<file path="config.mk">
export PLATFORM = sky130hd
export DESIGN_NAME = rns_fwd_conv
export DESIGN_NICKNAME = d
export VERILOG_FILES = /design/src/rtl/rns_pkg.sv /design/src/rtl/rns_eac_add.sv /design/src/rtl/rns_fwd_conv.sv
export SDC_FILE = /design/constraint.sdc
export NUM_CORES = 1
export LEC_CHECK = 0
export BUFFER_PORTS_ARGS = -buffer_cell sky130_fd_sc_hd__buf_4
export CAP_MARGIN = 20
export CORE_UTILIZATION = 54
export CTS_CLUSTER_SIZE = 10
export DETAILED_ROUTE_END_ITERATION = 6
export MAX_ROUTING_LAYER = met4
export PLACE_DENSITY_LB_ADDON = 0.3
export SETUP_SLACK_MARGIN = 0.05
export SKIP_CTS_REPAIR_TIMING = 1
export SYNTH_ARGS = -nofsm -noshare
export SYNTH_HDL_FRONTEND = slang
export SYNTH_SLANG_ARGS = --single-unit
</file>
<file path="constraint.sdc">
create_clock -name clk -period 3.8 [get_ports clk]
set_clock_uncertainty 0.2 [all_clocks]
set_input_delay 0.38 -clock clk [delete_from_list [all_inputs] [get_ports clk]]
set_output_delay 0.38 -clock clk [all_outputs]
set_load 0.05 [all_outputs]
</file>
<file path="src/rtl/rns_pkg.sv">
// -----------------------------------------------------------------------------
// rns_pkg
// Shared definitions for the RNS converters built on the moduli set
// {2^N-1, 2^N, 2^N+1, 2^(N+1)-1}.
//
// Contents:
//   RNS_N           default base exponent used by the converter family
//   rns_state_e     converter control states
//   rns_residues_t  residue tuple (r1..r4) at the default N, in the same
//                   order and widths the reverse converters consume
//   rns_ceil_div    integer ceiling division used for digit counts
//   rns_range_m     dynamic range M of the moduli set for a given N
// -----------------------------------------------------------------------------
package rns_pkg;

    localparam int RNS_N = 8;

    typedef enum logic [1:0] {
        IDLE  = 2'd0,
        FOLD  = 2'd1,
        FINAL = 2'd2,
        DONE  = 2'd3
    } rns_state_e;

    typedef struct packed {
        logic [RNS_N-1:0] r1;
        logic [RNS_N-1:0] r2;
        logic [RNS_N:0]   r3;
        logic [RNS_N:0]   r4;
    } rns_residues_t;

    function automatic int rns_ceil_div(input int a, input int b);
        return (a + b - 1) / b;
    endfunction

    // Product of the four moduli. 128 bits covers N up to 16 with margin.
    function automatic logic [127:0] rns_range_m(input int n);
        logic [127:0] p2;
        logic [127:0] m1;
        logic [127:0] m3;
        logic [127:0] m4;
        p2 = 128'd1 << n;
        m1 = p2 - 128'd1;
        m3 = p2 + 128'd1;
        m4 = (p2 << 1) - 128'd1;
        return m1 * p2 * m3 * m4;
    endfunction

endpackage

</file>
<file path="src/rtl/rns_eac_add.sv">
// -----------------------------------------------------------------------------
// rns_eac_add
// Combinational end-around-carry adder modulo 2^W-1.
//
// Ports:
//   a, b  in  W  operands, each in 0..2^W-1 (all-ones is a second zero)
//   sum   out W  (a + b) mod 2^W-1, in 0..2^W-1 (all-ones may appear)
//
// Folding the carry back in cannot carry again: with a carry out the low
// part is at most 2^W-2, so adding one stays within W bits.
// -----------------------------------------------------------------------------
module rns_eac_add
    import rns_pkg::*;
#(
    parameter int W = RNS_N
) (
    input  logic [W-1:0] a,
    input  logic [W-1:0] b,
    output logic [W-1:0] sum
);

    logic [W:0] raw;

    always_comb begin
        raw = {1'b0, a} + {1'b0, b};
        sum = raw[W-1:0] + {{(W-1){1'b0}}, raw[W]};
    end

endmodule

</file>
<file path="src/rtl/rns_fwd_conv.sv">
// -----------------------------------------------------------------------------
// rns_fwd_conv
// Iterative binary-to-residue converter for the moduli set
// {2^N-1, 2^N, 2^N+1, 2^(N+1)-1}. The (4N+1)-bit operand is folded one
// digit per cycle: N-bit digits feed the 2^N-1 and 2^N+1 channels (weights
// 1 and alternating +/-1), (N+1)-bit digits feed the 2^(N+1)-1 channel
// (weight 1), and digit 0 is the residue mod 2^N.
//
// Ports:
//   clk        in   1     clock, rising edge
//   rst        in   1     asynchronous active-high reset
//   in_valid   in   1     operand valid
//   in_ready   out  1     converter idle and able to accept
//   in_x       in   4N+1  operand X
//   out_valid  out  1     residues valid
//   out_ready  in   1     consumer takes the residues
//   r1         out  N     X mod 2^N-1
//   r2         out  N     X mod 2^N
//   r3         out  N+1   X mod 2^N+1
//   r4         out  N+1   X mod 2^(N+1)-1
//   out_err    out  1     X >= M (only with RNS_FWD_RANGE_CHECK_EN)
//
// Build option: define RNS_FWD_RANGE_CHECK_EN to build the range comparator;
// otherwise out_err is tied low.
// -----------------------------------------------------------------------------
module rns_fwd_conv
    import rns_pkg::*;
#(
    parameter int N = RNS_N
) (
    input  logic            clk,
    input  logic            rst,
    input  logic            in_valid,
    output logic            in_ready,
    input  logic [4*N:0]    in_x,
    output logic            out_valid,
    input  logic            out_ready,
    output logic [N-1:0]    r1,
    output logic [N-1:0]    r2,
    output logic [N:0]      r3,
    output logic [N:0]      r4,
    output logic            out_err
);

    localparam int XW = 4*N + 1;
    localparam int K  = rns_ceil_div(XW, N);
    localparam int K4 = rns_ceil_div(XW, N + 1);
    localparam int CW = $clog2(K);

    localparam logic [N-1:0]   MOD1 = {N{1'b1}};
    localparam logic [N:0]     MOD4 = {(N+1){1'b1}};
    localparam logic [N+1:0]   MOD3 = {2'b01, {(N-1){1'b0}}, 1'b1};
    localparam logic [CW-1:0]  CNT_LAST = CW'(K - 1);
    localparam logic [CW-1:0]  CNT_E_END = CW'(K4);

    rns_state_e     state_q, state_d;
    logic [CW-1:0]  cnt_q, cnt_d;
    logic [XW-1:0]  sh_q, sh_d;
    logic [XW-1:0]  sh4_q, sh4_d;
    logic [N-1:0]   acc1_q, acc1_d;
    logic [N-1:0]   acc2_q, acc2_d;
    logic [N:0]     acc3_q, acc3_d;
    logic [N:0]     acc4_q, acc4_d;
    logic [N-1:0]   r1_q, r1_d;
    logic [N-1:0]   r2_q, r2_d;
    logic [N:0]     r3_q, r3_d;
    logic [N:0]     r4_q, r4_d;
    logic           out_valid_q, out_valid_d;

    logic [N-1:0]   cur_d;
    logic [N:0]     cur_e;
    logic [N-1:0]   acc1_sum;
    logic [N:0]     acc4_sum;
    logic [N+1:0]   sum3;
    logic [N:0]     acc3_next;
    logic           sum3_top_unused;

    // Current digits come from the low end of two shift registers, one
    // stepping by N bits and one by N+1 bits. The wide digit is forced to
    // zero past its last position even though the zero fill already does so.
    always_comb begin
        cur_d = sh_q[N-1:0];
        cur_e = (cnt_q < CNT_E_END) ? sh4_q[N:0] : '0;
    end

    rns_eac_add #(.W(N)) u_add1 (
        .a   (acc1_q),
        .b   (cur_d),
        .sum (acc1_sum)
    );

    rns_eac_add #(.W(N + 1)) u_add4 (
        .a   (acc4_q),
        .b   (cur_e),
        .sum (acc4_sum)
    );

    // Mod 2^N+1 step: 2^N is -1, so even digits add and odd digits subtract.
    // The accumulator stays in 0..2^N with a single correction by 2^N+1.
    always_comb begin
        if (!cnt_q[0]) begin
            sum3 = {1'b0, acc3_q} + {2'b00, cur_d};
            if (sum3 >= MOD3) begin
                sum3 = sum3 - MOD3;
            end
        end else begin
            if ({1'b0, acc3_q} >= {2'b00, cur_d}) begin
                sum3 = {1'b0, acc3_q} - {2'b00, cur_d};
            end else begin
                sum3 = {1'b0, acc3_q} + MOD3 - {2'b00, cur_d};
            end
        end
        acc3_next       = sum3[N:0];
        sum3_top_unused = sum3[N+1];
    end

    // Next-state and datapath decode for the IDLE/FOLD/FINAL/DONE sequence.
    always_comb begin
        state_d     = state_q;
        cnt_d       = cnt_q;
        sh_d        = sh_q;
        sh4_d       = sh4_q;
        acc1_d      = acc1_q;
        acc2_d      = acc2_q;
        acc3_d      = acc3_q;
        acc4_d      = acc4_q;
        r1_d        = r1_q;
        r2_d        = r2_q;
        r3_d        = r3_q;
        r4_d        = r4_q;
        out_valid_d = out_valid_q;

        case (state_q)
            IDLE: begin
                if (in_valid) begin
                    sh_d    = in_x;
                    sh4_d   = in_x;
                    acc1_d  = '0;
                    acc2_d  = '0;
                    acc3_d  = '0;
                    acc4_d  = '0;
                    cnt_d   = '0;
                    state_d = FOLD;
                end
            end
            FOLD: begin
                acc1_d = acc1_sum;
                acc3_d = acc3_next;
                acc4_d = acc4_sum;
                if (cnt_q == '0) begin
                    acc2_d = cur_d;
                end
                sh_d  = sh_q >> N;
                sh4_d = sh4_q >> (N + 1);
                cnt_d = cnt_q + CW'(1);
                if (cnt_q == CNT_LAST) begin
                    state_d = FINAL;
                end
            end
            FINAL: begin
                // All-ones is the redundant zero of a 2^W-1 channel.
                r1_d        = (acc1_q == MOD1) ? '0 : acc1_q;
                r2_d        = acc2_q;
                r3_d        = acc3_q;
                r4_d        = (acc4_q == MOD4) ? '0 : acc4_q;
                out_valid_d = 1'b1;
                state_d     = DONE;
            end
            DONE: begin
                if (out_ready) begin
                    out_valid_d = 1'b0;
                    state_d     = IDLE;
                end
            end
            default: begin
                state_d = IDLE;
            end
        endcase
    end

    always_ff @(posedge clk or posedge rst) begin
        if (rst) begin
            state_q     <= IDLE;
            cnt_q       <= '0;
            sh_q        <= '0;
            sh4_q       <= '0;
            acc1_q      <= '0;
            acc2_q      <= '0;
            acc3_q      <= '0;
            acc4_q      <= '0;
            r1_q        <= '0;
            r2_q        <= '0;
            r3_q        <= '0;
            r4_q        <= '0;
            out_valid_q <= 1'b0;
        end else begin
            state_q     <= state_d;
            cnt_q       <= cnt_d;
            sh_q        <= sh_d;
            sh4_q       <= sh4_d;
            acc1_q      <= acc1_d;
            acc2_q      <= acc2_d;
            acc3_q      <= acc3_d;
            acc4_q      <= acc4_d;
            r1_q        <= r1_d;
            r2_q        <= r2_d;
            r3_q        <= r3_d;
            r4_q        <= r4_d;
            out_valid_q <= out_valid_d;
        end
    end

    assign in_ready  = (state_q == IDLE);
    assign out_valid = out_valid_q;
    assign r1        = r1_q;
    assign r2        = r2_q;
    assign r3        = r3_q;
    assign r4        = r4_q;

`ifdef RNS_FWD_RANGE_CHECK_EN
    localparam logic [127:0] RANGE_M = rns_range_m(N);

    logic err_q, err_d;
    logic out_err_q, out_err_d;

    // The range flag is captured with the operand and released with the
    // residues so it always describes the item being presented.
    always_comb begin
        err_d     = err_q;
        out_err_d = out_err_q;
        if ((state_q == IDLE) && in_valid) begin
            err_d = (128'(in_x) >= RANGE_M);
        end
        if (state_q == FINAL) begin
            out_err_d = err_q;
        end
    end

    always_ff @(posedge clk or posedge rst) begin
        if (rst) begin
            err_q     <= 1'b0;
            out_err_q <= 1'b0;
        end else begin
            err_q     <= err_d;
            out_err_q <= out_err_d;
        end
    end

    assign out_err = out_err_q;
`else
    assign out_err = 1'b0;
`endif

endmodule
</file>
### Yosys cells after proc, flatten, opt, wreduce, memory -nomap -nowiden

Index checks and enable logic that the tools add are counted.

| storage, ports and cells | value |
|---|---|
| input port bits | 37 |
| memories | 0 |
| output and inout bits | 37 |
| register bits after elaboration | 140 |
| bits in latches | 0 |
| logic and storage cells | 68 |
| bits in writable memories | 0 |
| memory bits (read-only) | 0 |

| operators by class | value |
|---|---|
| add/subtract/negate cells | 10 |
| shifts and indexed selects | 0 |
| order comparisons | 3 |
| reduce and logical (&&, ||, !) cells | 8 |
| multiply operators | 0 |
| divide/modulo/power cells | 0 |
| mux-type cells | 24 |
| bitwise gates (word level) | 0 |
| equality and inequality tests | 10 |

Operators with widths:

| cell | number |
|---|---|
| case mux 33 bit (2 select lines) | 2 |
| two-way mux 9 bit | 6 |
| case mux 9 bit (2 select lines) | 2 |
| two-way mux 33 bit | 1 |
| case mux 8 bit (2 select lines) | 2 |
| two-way mux 8 bit | 3 |
| subtractor 9 x 8 -> 9 bit | 2 |
| adder 9 x 8 -> 10 bit | 1 |
| adder 9 x 9 -> 10 bit | 1 |
| >= comparator 10 x 9 -> 1 bit, second input constant | 1 |
| adder 8 x 8 -> 9 bit | 1 |
| adder 9 x 1 -> 9 bit | 1 |
| adder 9 bit, second input constant | 1 |
| == test 9 bit, second input constant | 1 |
| >= comparator 9 x 8 -> 1 bit | 1 |
| subtractor 9 bit, second input constant | 1 |
| adder 8 x 1 -> 8 bit | 1 |
| == test 8 bit, second input constant | 1 |
| != test 2 bit, second input constant | 4 |
| case mux 2 bit (4 select lines) | 1 |
| two-way mux 2 bit | 3 |
| case mux 3 bit (2 select lines) | 1 |
| AND reduction 3 bit | 2 |
| == test 2 bit, second input constant | 2 |
| 11 further kinds | 13 |

### Depth between registers and ports, before layout

Gate-level depths: netlist of run 1.

| depth | value |
|---|---|
| depth in word-level cells | 5 |
| gate-level depth with buffers | 16 |

### Cells and area by module

A second synthesis of run 1 with hierarchy kept.

| unflattened totals | value |
|---|---|
| cell total of the unflattened synthesis | 829 |
| area, all modules | 8032.7 µm² |

By module, submodules not included:

| module | area an instance (µm²) | times used | cells each | seq. area each (µm²) |
|---|---|---|---|---|
| rns_fwd_conv | 6954.2 | 1 | 706 | 3303.2 |
| rns_eac_add (u_add4) | 555.5 | 1 | 66 | 0.0 |
| rns_eac_add (u_add1) | 523.0 | 1 | 57 | 0.0 |

### Worst setup path before layout of run 1

No wires, ideal clock.

| timing path | value |
|---|---|
| kind | register to register |
| start | reg cnt_q[2] |
| end | reg acc4_q[7] |
| cell stages (with the launch flop) | 13 |
| setup time | 0.133 ns |
| arrival time | 2.877 ns |
| data required time | 3.467 ns |
| setup slack | 0.590 ns |
| cells stage by stage | dfrtp_1 > buf_1 > nor2b_1 > ha_1 > fa_1 > a211oi_1 > nor2_1 > nor2_1 > nand2_1 > a211o_1 > a2111oi_0 > xnor2_1 > o21ai_0 |

| on the way | value |
|---|---|
| longest elaborated chain between the ends | 5 |

RTL lines:

| what | line | text |
|---|---|---|
| start, declared | rns_fwd_conv.sv:57 | `logic [CW-1:0] cnt_q, cnt_d;` |
| start signal, assigned | rns_fwd_conv.sv:198 | `cnt_q <= cnt_d;` |
| < comparator 3 bit | rns_fwd_conv.sv:83 | `cur_e = (cnt_q < CNT_E_END) ? sh4_q[N:0] : '0;` |
| two-way mux 9 bit | rns_fwd_conv.sv:83 |  |
| adder 9 x 9 -> 10 bit | rns_eac_add.sv:25 | `raw = {1'b0, a} + {1'b0, b};` |
| adder 9 x 1 -> 9 bit | rns_eac_add.sv:26 | `sum = raw[W-1:0] + {{(W-1){1'b0}}, raw[W]};` |
| case mux 9 bit (2 select lines) | rns_fwd_conv.sv:133 | `case (state_q)` |
| end signal, assigned | rns_fwd_conv.sv:190 | `acc4_q <= '0;` |
| end signal, assigned | rns_fwd_conv.sv:204 | `acc4_q <= acc4_d;` |
| end, declared | rns_fwd_conv.sv:63 | `logic [N:0] acc4_q, acc4_d;` |

Every way passes these cells.
A chain may end at the register's enable or synchronous reset.

### Final worst setup path of run 1

| timing path | value |
|---|---|
| start | reg sh_q[0] |
| end | reg acc3_q[4] |

| on the way | value |
|---|---|
| longest elaborated chain between the ends | 5 |
| elaborated cells between the ends (all ways) | 10 |
| classes of those cells | add/sub: 4; order compare: 2; mux: 4 |

RTL lines:

| what | line | text |
|---|---|---|
| start, declared | rns_fwd_conv.sv:58 | `logic [XW-1:0] sh_q, sh_d;` |
| start signal, assigned | rns_fwd_conv.sv:185 | `sh_q <= '0;` |
| start signal, assigned | rns_fwd_conv.sv:199 | `sh_q <= sh_d;` |
| adder 9 x 8 -> 10 bit | rns_fwd_conv.sv:102 | `sum3 = {1'b0, acc3_q} + {2'b00, cur_d};` |
| subtractor 9 bit or >= comparator 10 x 9 -> 1 bit (tied branches) | rns_fwd_conv.sv:104, rns_fwd_conv.sv:103 |  |
| two-way mux 9 bit | rns_fwd_conv.sv:103 | `if (sum3 >= MOD3) begin` |
| two-way mux 9 bit (*) | rns_fwd_conv.sv:101 | `if (!cnt_q[0]) begin` |
| case mux 9 bit (2 select lines) (*) | rns_fwd_conv.sv:133 |  |
| end signal, assigned | rns_fwd_conv.sv:189 | `acc3_q <= '0;` |
| end signal, assigned | rns_fwd_conv.sv:203 | `acc3_q <= acc3_d;` |
| end, declared | rns_fwd_conv.sv:62 | `logic [N:0] acc3_q, acc3_d;` |

Every way passes the cells marked *; elsewhere a longest branch is shown, timed or not.

==> results of run 1 <==
==> final timing paths <==
path | startpoint | end | slack (ns) | depth (start not counted)
max | sh_q[0] | acc3_q[4] | 0.23 | 11
min | in_x[24] | sh4_q[24] | 0.02 | 2
max reg2reg | sh_q[0] | acc3_q[4] | 0.23 | 11
min reg2reg | sh4_q[4] | sh4_q[4] | 0.27 | 2
max in group asynchronous | rst | acc3_q[1] | 2.47 | 4
min in group asynchronous | rst | sh4_q[20] | 0.23 | 3
==> cell type report <==
cell class                      instances  share of cell area
Multi-Input combinational cell        623              0.4551
Sequential cell                       132              0.3528
Timing Repair Buffer                   92             0.07910
Clock buffer                           21             0.05024
Inverter                               62             0.02525
Tap cell                              180             0.02405
Clock inverter                         11             0.01350
==> flip-flops by register name, indices dropped and copies added, names as in the netlist <==
signal and cells:
out_valid 1, acc1_q 8, sh_q 33, sh4_q 25, r2 8, acc2_q 8, acc4_q 9, r4 9
state_q 2, r3 9, r1 8, acc3_q 9, cnt_q 3
==> stage by stage <==
stage / std cells / instance area, µm² / hold slack (ns)
after floorplan: 857 / 7954 / 0.2422
after global placement: 1079 / 8667 / 0.1123
after detailed placement: 1079 / 8667 / 0.1136
after CTS: 1111 / 9264 / -0.3339
after global routing: 1121 / 9364 / 0.01515
final: 1121 / 9364 / 0.01684
==> per-layer routing <==
metal / global-route usage / vias to the layer above / share of wire / routed length [µm]
met4: 0.07304 / 0 / 0.018 / 334
li1: - / 3125 / - / -
met1: 0.3618 / 3075 / 0.47 / 8681
met2: 0.4061 / 204 / 0.46 / 8430
met5: - / - / 0 / 0
met3: 0.05074 / 31 / 0.051 / 939
==> layout by cell type, fill, tap and decap left out, drive strengths merged, types with 4 or more instances in the layout <==
| cell type | instances |
|---|---|
| a211oi | 12 |
| inv | 62 |
| nor2 | 37 |
| fa | 10 |
| clkbuf | 21 |
| o21ai | 94 |
| nor3b | 4 |
| nor2b | 42 |
| nand3 | 13 |
| a21oi | 76 |
| nand2 | 92 |
| and3 | 5 |
| xor2 | 12 |
| dlygate4sd3 | 10 |
| o22ai | 5 |
| nor3 | 7 |
| dfrtp | 132 |
| nand2b | 10 |
| ha | 55 |
| or2 | 5 |
| o21a | 8 |
| nand4 | 8 |
| a21o | 7 |
| o211ai | 4 |
| buf | 82 |
| clkinv | 7 |
| o21bai | 7 |
| xnor2 | 28 |
| a22o | 24 |
| mux2 | 17 |
==> logic make-up (layout without fill, tap and decap cells) <==
logic type,Yosys count,after routing,synth area share
other,1,1,0.0004717
and+or+nand+nor,234,234,0.1435
buffers and inverters,102,186,0.04973
muxes,20,20,0.02786
xor gates and xnor gates,41,41,0.04784
AOI/OAI and AO/OA,262,262,0.2033
DFF,132,132,0.4155
adders and majority gates,65,65,0.1117
==> impl_metrics.env, run 1 <==
export IMPL_fin_ws_ns=0.2264
export IMPL_finalCriticalPeriod_ns=3.574
export IMPL_via_per_inst=5.740
export IMPL_wirelength_mm=18.39
export IMPL_num_vias=6435
export IMPL_cts_root_buf="clkbuf_16"
export IMPL_numCtsBuffers=17
export IMPL_crit_path_start_kind="flop"
export IMPL_synth_flop_cell="dfrtp_1"
export IMPL_setup_viol=0
export IMPL_track_usage=0.2657
export IMPL_cp_max_fo=5
export IMPL_slew_headroom=0.4369
export IMPL_path_cells="ha_1, fa_1, inv_1, ha_1, nand3b_1, mux2i_1, nand4_1, or3b_1, o21a_1, a311oi_1, o21ai_1"
export IMPL_drt_initial_drc_count=529
export IMPL_antenna_found_initial=0
export IMPL_synthesis_nets=959
export IMPL_finalHoldViolCount=0
export IMPL_crit_family="adder cells"
export IMPL_grt_overflow_total=0
export IMPL_rsz0062_at_grt="false"
export IMPL_regArea_mm2=0.003303
export IMPL_synthArstFlopShare=1.000
export IMPL_synth_edf_count=0
export IMPL_fillers=1160
export IMPL_ys_warn_count=0
export IMPL_wl_per_cell_um=16.40
export IMPL_synthDistinctLibCells=63
export IMPL_setup_tns_ns=0
export IMPL_area_growth_synth_to_final_pct=17.78
export IMPL_synth_area_leaders="dfrtp_1 (42%), ha_1 (8.7%), o21ai_0 (5.7%)"
export IMPL_die_h_um=123.3
export IMPL_critical_path_buf_inv_count=1
export IMPL_nNetsFinal=1030
export IMPL_max_freq_mhz=279.8
export IMPL_crit_top_cell="ha_1"
export IMPL_cpPeakStageDelay_ns=0.46
export IMPL_grt_max_degree=135
export IMPL_multi_input_area_mm2=0.004262
export IMPL_pre_cts_slack_ns=0.4031
export IMPL_period_share=0.9404
export IMPL_required_ns=3.90
export IMPL_initial_utilization=0.5640
export IMPL_ys_ff_latch=132
export IMPL_syn_cell_area_mm2=0.007950
export IMPL_dpl_hpwl_mm=13.34
export IMPL_syn_avg_cell_area_um2=9.277
export IMPL_clk_pin_slew_worst_paths_ns=0.06
export IMPL_worst_setup_path_type="flop to flop"
export IMPL_clock_latency_ns=0.43
export IMPL_final_max_slew_violation_count=0
export IMPL_seq_area_frac_synth=0.4155
export IMPL_diodes=0
export IMPL_io_pins=74
export IMPL_coreArea_mm2=0.01410
export IMPL_grt_pass1_vias=5933
export IMPL_grt_pass1_wl_mm=29.94
export IMPL_slowest_stage="fa_1"
export IMPL_rows=43
export IMPL_cts_sinks=132
export IMPL_firstDrtPassIters=5
export IMPL_place_gp_congestion=0.9105
export IMPL_tightestPinTransition_ns=0.8416
export IMPL_clock_path_buffers=2
export IMPL_portBuffers=72
export IMPL_min_path_type="primary input to flop"
export IMPL_synth_top_cell_area_share=0.4155
export IMPL_ant_nets=0
export IMPL_maxCapViolCount=0
export IMPL_synth_cells=857
export IMPL_htree_levels=4
export IMPL_die_area_mm2=0.01521
export IMPL_yosysTopAreaCell="dfrtp_1"
export IMPL_synth_most_common_cell="dfrtp_1"
export IMPL_fin_util=0.6643
export IMPL_cp_arrival_ns=3.67
export IMPL_critPathCaptureType="flop"
export IMPL_tritoncts="built"
export IMPL_synth_commonest_cells="dfrtp_1 (132), nand2_1 (92), o21ai_0 (90), a21oi_1 (76), inv_1 (62)"
export IMPL_drc=0
export IMPL_drive_gt1_frac=0.1509
export IMPL_die_w_um=123.3
export IMPL_status="completed"
Power of run 1 is left out: the tool's default activity adds up to more than one toggle a clock period on the data nets, which glitch-free logic cannot reach.
==> run 2, diff against run 1 <==
--- a/config.mk
+++ b/config.mk
@@ -8,5 +8,5 @@
 export BUFFER_PORTS_ARGS = -buffer_cell sky130_fd_sc_hd__buf_4
 export CAP_MARGIN = 20
-export CORE_UTILIZATION = 54
+export CORE_UTILIZATION = 55
 export CTS_CLUSTER_SIZE = 10
 export DETAILED_ROUTE_END_ITERATION = 6
@@ -17,3 +17,4 @@
 export SYNTH_ARGS = -nofsm -noshare
 export SYNTH_HDL_FRONTEND = slang
+export SYNTH_HIERARCHICAL = 1
 export SYNTH_SLANG_ARGS = --single-unit
==> constraint.sdc (replaced) <==
create_clock -name clk -period 3.8 [get_ports clk]
set_clock_uncertainty 0.2 [all_clocks]
set_input_delay 0.38 -clock clk [delete_from_list [all_inputs] [get_ports clk]]
set_output_delay 0.38 -clock clk [all_outputs]
set_load 0.02 [all_outputs]
==> impl_metrics.env, run 2 <==
export IMPL_status="completed"
export IMPL_drive_gt1_frac=0.1815
export IMPL_die_w_um=122.9
export IMPL_p_leak_uw=0.004310
export IMPL_reg2reg_from="sh_q[1]"
export IMPL_via_per_inst=5.825
export IMPL_coreArea_mm2=0.01404
export IMPL_slowest_stage="dfrtp_1"
export IMPL_grt_pass1_wl_mm=30.93
export IMPL_antenna_found_initial=0
export IMPL_tightestPinTransition_ns=0.7767
export IMPL_clk_pin_slew_worst_paths_ns=0.05
export IMPL_instances_no_fill=1100
export IMPL_synth_top_cell_area_share=0.4112
export IMPL_synth_commonest_cells="dfrtp_1 (132), nor2_1 (76), inv_1 (65), nand2_1 (57), ha_1 (55)"
export IMPL_synth_flop_cell="dfrtp_1"
export IMPL_maxCapViolCount=0
export IMPL_worstHoldEndpoint="sh_q[10]"
export IMPL_place_gp_congestion=0.8750
export IMPL_yosys_area_share_simple=0.1503
export IMPL_synth_top_family_by_area="compound AO/OA/AOI/OAI gates"
export IMPL_die_area_mm2=0.01509
export IMPL_nNetsFinal=1012
export IMPL_cp_arrival_ns=3.58
export IMPL_grt_overflow_total=0
export IMPL_min_from="in_x[10]"
export IMPL_cts_sinks=132
export IMPL_clock_path_buffers=2
export IMPL_htree_levels=4
export IMPL_reg_top3="sh_q x33, sh4_q x25"
export IMPL_ys_warn_count=6
export IMPL_dpl_hpwl_mm=13.75
export IMPL_seq_area_frac_synth=0.4112
export IMPL_rows=43
export IMPL_firstDrtPassIters=5
export IMPL_synth_most_common_cell="dfrtp_1"
export IMPL_reg2regPathDepth=13
export IMPL_cts_root_buf="clkbuf_16"
export IMPL_syn_avg_cell_area_um2=9.690
export IMPL_crit_family="adder cells"
export IMPL_synthesis_nets=931
export IMPL_critPathCaptureType="flop"
export IMPL_grt_max_degree=62
export IMPL_layout_common_cells="dfrtp_1 (132), buf_4 (85), nor2_1 (76)"
export IMPL_setup_viol=0
export IMPL_synthDistinctLibCells=82
export IMPL_grt_pass1_vias=6246
export IMPL_cpPeakStageDelay_ns=0.61
export IMPL_tritoncts="built"
export IMPL_wirelength_mm=18.82
export IMPL_synth_edf_count=0
export IMPL_setup_tns_ns=0
export IMPL_path_cells="inv_1, ha_1, inv_1, ha_1, fa_1, nor2b_1, o21a_1, o21bai_1, a21oi_1, or3_1, a21oi_1, o21ai_0, o221ai_1"
export IMPL_clock_latency_ns=0.42
export IMPL_slew_headroom=0.4822
export IMPL_synth_compound_area_frac=0.1966
export IMPL_synthXorXnorAreaFrac=0.04548
export IMPL_synth_area_mux_share=0.03520
export IMPL_rsz0062_at_grt="false"
export IMPL_drc=0
export IMPL_r2r_end="acc3_q[7]"
export IMPL_finalHoldViolCount=0
export IMPL_initial_utilization=0.5720
export IMPL_period_share=0.9086
export IMPL_drt_initial_drc_count=356
export IMPL_portBuffers=72
export IMPL_largest_register_ffs=33
export IMPL_track_usage=0.2771
export IMPL_total_power_uw=10170
export IMPL_area_growth_synth_to_final_pct=17.27
export IMPL_final_max_slew_violation_count=0
export IMPL_top_register="sh_q"
export IMPL_synth_adder_area_share=0.1106
export IMPL_synthArstFlopShare=1.000
export IMPL_synth_area_leaders="dfrtp_1 (41%), ha_1 (8.6%), a22o_1 (3.7%)"
export IMPL_numCtsBuffers=17
export IMPL_min_path_type="primary input to flop"
export IMPL_die_h_um=122.9
export IMPL_finalCriticalPeriod_ns=3.453
export IMPL_dp_cells=1060
export IMPL_num_vias=6408
export IMPL_wl_per_cell_um=17.11
export IMPL_required_ns=3.92
export IMPL_synth_cells=829
export IMPL_io_pins=74
export IMPL_layout_cells_most_common="dfrtp_1"
export IMPL_min_path_cells=3
export IMPL_ant_nets=0
export IMPL_critical_path_buf_inv_count=2
export IMPL_cp_max_fo=7
export IMPL_crit_path_start_kind="flop"
export IMPL_max_freq_mhz=289.6
export IMPL_diodes=0
export IMPL_power_density_mw_per_mm2=1080
export IMPL_vdd_ir_drop_max_uv=530.5
export IMPL_syn_cell_area_mm2=0.008033
export IMPL_yosysTopAreaCell="dfrtp_1"
export IMPL_r2r_setup_slack_ns=0.35
export IMPL_ys_ff_latch=132
export IMPL_worst_setup_path_type="flop to flop"
==> run 2: changes by cell type after synthesis, sizes merged, moves of 15 or more <==
cell,before,now
a21oi,76,43
nand2,92,57
nor2,37,77
nor2b,42,27
o21ai,94,58
o22ai,5,32
==> run 2: area by class of cell <==
| class | instances | area, µm² |
|---|---|---|
| repair buffers | 98 | 798.3 |
| flip-flops and latches | 132 | 3303 |
| inverters | 66 | 251.5 |
| well taps | 180 | 225.2 |
| multi-input cells | 595 | 4342 |
| fillers | 1127 | 4622 |
| clock inverters | 6 | 32.53 |
| clock buffers | 23 | 467.9 |
==> run 2: worst register-to-register path: stages (launching register included) <==
cell and delay (ns):
dfrtp_1 0.61, inv_1 0.19, ha_1 0.41, inv_1 0.06, ha_1 0.22, fa_1 0.42
nor2b_1 0.16, o21a_1 0.19, o21bai_1 0.16, a21oi_1 0.10, or3_1 0.31, a21oi_1 0.14
o21ai_0 0.09, o221ai_1 0.09
==> run 2: metrics by stage <==
| step | util | worst slack [ns] | hold WS (ns) | area, µm² |
|---|---|---|---|---|
| final | 0.6709 | 0.3474 | 0.01213 | 9420 |
| after global routing | 0.6709 | 0.08155 | 0.01178 | 9420 |
| after floorplan | - | 0.4766 | 0.2502 | 8036 |
| after global placement | 0.6267 | 0.4441 | 0.2614 | 8800 |
| after detailed placement | 0.6267 | 0.3410 | 0.2716 | 8800 |
| after CTS | 0.6623 | 0.3239 | -0.02977 | 9300 |
==> run 2: routing by layer <==
| layer | track usage | wire [µm] | vias to the layer above |
|---|---|---|---|
| li1 | - | - | 3088 |
| met1 | 0.3595 | 8630 | 3084 |
| met2 | 0.4312 | 8808 | 201 |
| met3 | 0.05530 | 1001 | 35 |
| met4 | 0.09985 | 376 | 0 |
| met5 | - | 0 | - |
==> run 2: kinds of logic (layout without fill, tap and decap cells) <==
group,after synthesis,in the layout
multiplexers,26,26
AND/OR/NAND/NOR,237,237
buffers and inverters,102,193
AO/OA/AOI/OAI,226,226
flip-flops,132,132
adder cells (fa/ha/maj),65,65
XOR/XNOR,40,40
other,1,1
==> run 2: worst max path at each step <==
stage | start | end | slack, ns | cells past startpoint
CTS | cnt_q[2] | acc4_q[8] | 0.32 | 15
global placement | cnt_q[2] | acc4_q[8] | 0.44 | 16
global route | cnt_q[2] | acc4_q[8] | 0.08 | 15
detailed placement | cnt_q[2] | acc4_q[8] | 0.34 | 15
finish | sh_q[1] | acc3_q[7] | 0.35 | 13
floorplan | cnt_q[2] | acc4_q[8] | 0.48 | 17
==> run 2: report_power, final <==
| part | total, µW | internal (µW) | switching (µW) |
|---|---|---|---|
| clock | 1400 | 848 | 552 |
| sequential | 2590 | 2040 | 551 |
| combinational | 6180 | 2630 | 3560 |
| total | 10200 | 5510 | 4660 |
(Power assumes the default switching activity.)
